$ cat src/rtl/dff_16bit_pkg.sv
// Shared datapath constants and the word type for the 16-bit RISC storage elements.
package dff_16bit_pkg;

  localparam int XLEN = 16;

  typedef logic [XLEN-1:0] word_t;

  localparam word_t RESET_VALUE = 16'h0000;

endpackage : dff_16bit_pkg

$ cat src/rtl/dff_16bit_bit.sv
// Single-bit flip-flop with write enable and synchronous active-high reset.
module dff_1bit #(
  parameter logic RST_VAL = 1'b0
) (
  input  logic CLK,
  input  logic RST,
  input  logic WE,
  input  logic D,
  output logic Q
);

  logic r_q;

  // Reset outranks the write enable; otherwise the bit holds.
  always_ff @(posedge CLK) begin
    if (RST) begin
      r_q <= RST_VAL;
    end else if (WE) begin
      r_q <= D;
    end else begin
      r_q <= r_q;
    end
  end

  assign Q = r_q;

endmodule : dff_1bit

$ cat src/rtl/dff_16bit.sv
// Word-wide enabled register built from one dff_1bit per bit, sharing clock, reset and enable.
module dff_16bit
  import dff_16bit_pkg::*;
#(
  parameter int WIDTH = XLEN
) (
  input  logic             CLK,
  input  logic             RST,
  input  logic [WIDTH-1:0] D,
  input  logic             WE,
  output logic [WIDTH-1:0] Q
);

  // Reset word resized so non-default widths still reset to the package value.
  localparam logic [WIDTH-1:0] RST_WORD = WIDTH'(RESET_VALUE);

  logic [WIDTH-1:0] w_q;

  for (genvar gi = 0; gi < WIDTH; gi++) begin : g_bit
    dff_1bit #(
      .RST_VAL (RST_WORD[gi])
    ) u_bit (
      .CLK (CLK),
      .RST (RST),
      .WE  (WE),
      .D   (D[gi]),
      .Q   (w_q[gi])
    );
  end

  assign Q = w_q;

endmodule : dff_16bit

$ cat config.mk
export PLATFORM = sky130hd
export DESIGN_NAME = dff_16bit
export DESIGN_NICKNAME = d
export VERILOG_FILES = /design/src/rtl/dff_16bit_pkg.sv /design/src/rtl/dff_16bit_bit.sv /design/src/rtl/dff_16bit.sv
export SDC_FILE = /design/constraint.sdc
export NUM_CORES = 1
export LEC_CHECK = 0
export CORE_MARGIN = 5
export CORE_UTILIZATION = 30
export CTS_CLUSTER_SIZE = 20
export DETAILED_ROUTE_END_ITERATION = 7
export PLACE_DENSITY = 0.8
export SLEW_MARGIN = 10
export SYNTH_ARGS = -nofsm -noshare
export SYNTH_HDL_FRONTEND = slang
export SYNTH_HIERARCHICAL = 1
export SYNTH_SLANG_ARGS = --single-unit
$ cat constraint.sdc
create_clock -name CLK -period 0.8 [get_ports CLK]
set_input_delay 0.12 -clock CLK [delete_from_list [all_inputs] [get_ports CLK]]
set_output_delay 0.12 -clock CLK [all_outputs]
set_load 0.1 [all_outputs]
==> results of run 1 <==
-- logic make-up (layout without fill, tap and decap cells) --
group	count (synthesis)	count (layout)	share of synthesized area, %
muxes	16	16	29.63
DFF	16	16	59.26
and+or+nand+nor	16	16	11.11
buffers and inverters	0	42	0
-- per-layer routing --
metal	vias to the layer above	share of wire [%]	global-route usage [%]
met5	-	0	0
li1	250	-	-
met3	2	10	3.989
met1	245	39	17.10
met2	27	50	25.62
met4	0	0.49	5.106
-- final cells by class --
type | instances | area (sq um) | share of cell area [%]
multi-input cells | 32 | 220.2 | 17.78
flip-flops and latches | 16 | 380.4 | 30.71
repair buffers | 38 | 580.6 | 46.87
clock buffers | 3 | 22.52 | 1.818
well taps | 25 | 31.28 | 2.525
clock inverters | 1 | 3.754 | 0.3030
-- worst max-delay path by stage --
stage | end | slack [ns] | cells past startpoint | start
finish | Q[3] | -0.14 | 1 | g_bit[3].u_bit/Q$_SDFFE_PP0P_
floorplan | g_bit[0].u_bit/Q$_SDFFE_PP0P_ | 0.03 | 2 | g_bit[0].u_bit/Q$_SDFFE_PP0P_
detailed placement | g_bit[10].u_bit/Q$_SDFFE_PP0P_ | -0.44 | 4 | WE
global route | Q[10] | -0.17 | 1 | g_bit[10].u_bit/Q$_SDFFE_PP0P_
CTS | Q[10] | -0.15 | 1 | g_bit[10].u_bit/Q$_SDFFE_PP0P_
global placement | g_bit[14].u_bit/Q$_SDFFE_PP0P_ | -0.36 | 4 | WE
-- cells in the final DEF, fill, tap and decap left out, drive strengths merged --
cell type,instances
buf,19
bufbuf,1
clkbuf,3
clkdlybuf4s15,1
clkdlybuf4s50,17
clkinv,1
dfxtp,16
mux2i,16
nor2,16
-- report_power, final --
group	internal [uW]	switching (uW)
clock	180	231
sequential	825	49.8
combinational	341	447
-- metrics by stage --
step                util (%)  power, uW  hold slack (ns)
floorplan                  -       1280           0.1827
global placement       67.90       1642           0.4999
detailed placement     67.90       1658           0.5096
CTS                    71.67       2104           0.4418
global route           71.74       2156           0.4361
finish                 71.74       2074           0.4294
-- what timing repair did --
action                                  CTS  global route
gates resized for setup                   1             1
hold buffers                              0             0
endpoints found under the setup margin   32            18
buffers inserted                          1             0
gates cloned                              1             0
==> results.py, run 1 <==
metrics = {
    "grt": {
        "gr-total-overflow": 0,
        "gr-usage-all-layers_pct": 14.72,
        "grt_first_pass_wirelength_microns": 2801,
        "antenna_found_initial": 0,
        "first_global_vias": 543,
        "grt_max_degree": 17,
    },
    "place": {
        "place.gp.congestion": 0.6551,
        "dp_slack_ns": -0.4430,
        "io_buffers": 34,
        "dp_hpwl_microns": 1284,
        "place_area_sq_um": 1172,
        "place_inst": 109,
    },
    "die": {
        "rows": 15,
        "core_sq_um": 1727,
        "fp.dieArea_sq_um": 2750,
        "die_h_microns": 52.45,
        "io_pins": 35,
        "start_util_pct": 31.30,
        "die_x_microns": 52.45,
    },
    "synth": {
        "synth_edf_count": 0,
        "syn_nets": 67,
        "synth_ff_type": "dfxtp_1",
        "yosys.area.top_type": "dfxtp_1",
        "syn-cell-area_sq_um": 540.5,
        "ys_types": 3,
        "yosys-top-cells-count": "16 x dfxtp_1, 16 x mux2i_1, 16 x nor2_1",
        "seq_area_frac_synth_pct": 59.26,
        "ys_top_cells_by_area": "dfxtp_1 59%, mux2i_1 30%, nor2_1 11%",
        "ys_warn_count": 6,
        "synth_cells": 48,
        "synth_seq_cells": 16,
        "synth_area_per_cell_sq_um": 11.26,
        "yosysTopAreaCellShare_pct": 59.26,
        "ys_async_sr_fraction_pct": 0,
    },
    "sta": {
        "fin_ws_ns": -0.1406,
        "clock_skew_ns": 0,
        "fin_crit_ns": 0.9406,
        "fin_crit_sh_pct": 117.6,
        "final.setup.tns_ns": -2.058,
        "finalHoldViolCount": 0,
        "max_freq_ghz": 1.063,
        "drv_slew": 0,
        "setup-violations-final": 16,
        "slew_headroom_pct": 85.26,
        "worst_slew_pin_slew_ns": 0.2150,
        "rsz0062_at_grt": "true",
    },
    "job": {
        "maxCapViolCount": 0,
    },
    "power": {
        "powerDensity_nw_per_um2": 1675,
        "leakagePower_uw": 0.0005329,
        "vdd_drop_max_mv": 1.024,
    },
    "routing": {
        "antenna_left": 0,
        "drc": 0,
        "vias": 524,
        "wirelength_microns": 1832,
        "first_pass_iters": 4,
        "routedWlPerCell_microns": 15.93,
        "drt-initial-drc-count": 3,
        "via_per_inst": 4.557,
    },
    "cts": {
        "htree_levels": 1,
        "numCtsBuffers": 3,
        "root_buffer": "clkbuf_4",
        "cts_tree": "done",
        "clk_path_buf_depth": 2,
        "clkSlewWorstSetupHoldPaths_ns": 0.09,
        "clk_latency_ns": 0.27,
        "clock_sinks": 16,
    },
    "final_layout": {
        "areaGrowthSynthToFinish_pct": 129.2,
        "drive_gt1_share_pct": 43.33,
        "nFillCells": 123,
        "fin_area_sq_um": 1239,
        "nNetsFinal": 110,
        "finalNonFillerCells": 115,
        "largest_reg_flops": 16,
        "n_antenna_cell": 0,
    },
    "setup_path": {
        "rrSetupSlack_ns": 0.03,
        "crit_buf_inv": 1,
        "arrival_ns": 0.82,
        "critPathCaptureType": "output pin",
        "cp-start-kind": "flop",
        "rr_startpoint": "g_bit[2].u_bit/Q$_SDFFE_PP0P_",
        "slowest_delay_ns": 0.37,
        "path_delay_family": "flip-flops",
        "worstPathRequired_ns": 0.68,
        "worstSetupPathType": "reg2out",
        "cp_cell_sequence": "buf_12",
        "worst_r2r_path_depth": 3,
        "r2r_end": "g_bit[2].u_bit/Q$_SDFFE_PP0P_",
        "path_max_fanout": 2,
        "slowest_stage": "dfxtp_4",
    },
    "worst_hold_path": {
        "hold_start": "WE",
        "min_to": "g_bit[4].u_bit/Q$_SDFFE_PP0P_",
        "hold_path_depth": 4,
        "hold_path_class": "in2reg",
    },
    "run_status": {
        "status": "finished with violations",
        "violations": "negative setup slack",
    },
}
No activity file was read; power rests on OpenSTA's default activity.
==> run 2, diff against run 1 <==
--- a/config.mk
+++ b/config.mk
@@ -5,6 +5,7 @@
 export SDC_FILE = /design/constraint.sdc
 export NUM_CORES = 1
 export LEC_CHECK = 0
+export CAP_MARGIN = 20
 export CORE_MARGIN = 5
 export CORE_UTILIZATION = 30
 export CTS_CLUSTER_SIZE = 20
==> results of run 2 <==
Same layout as run 1: the final DEF is identical, and so are final timing and power.
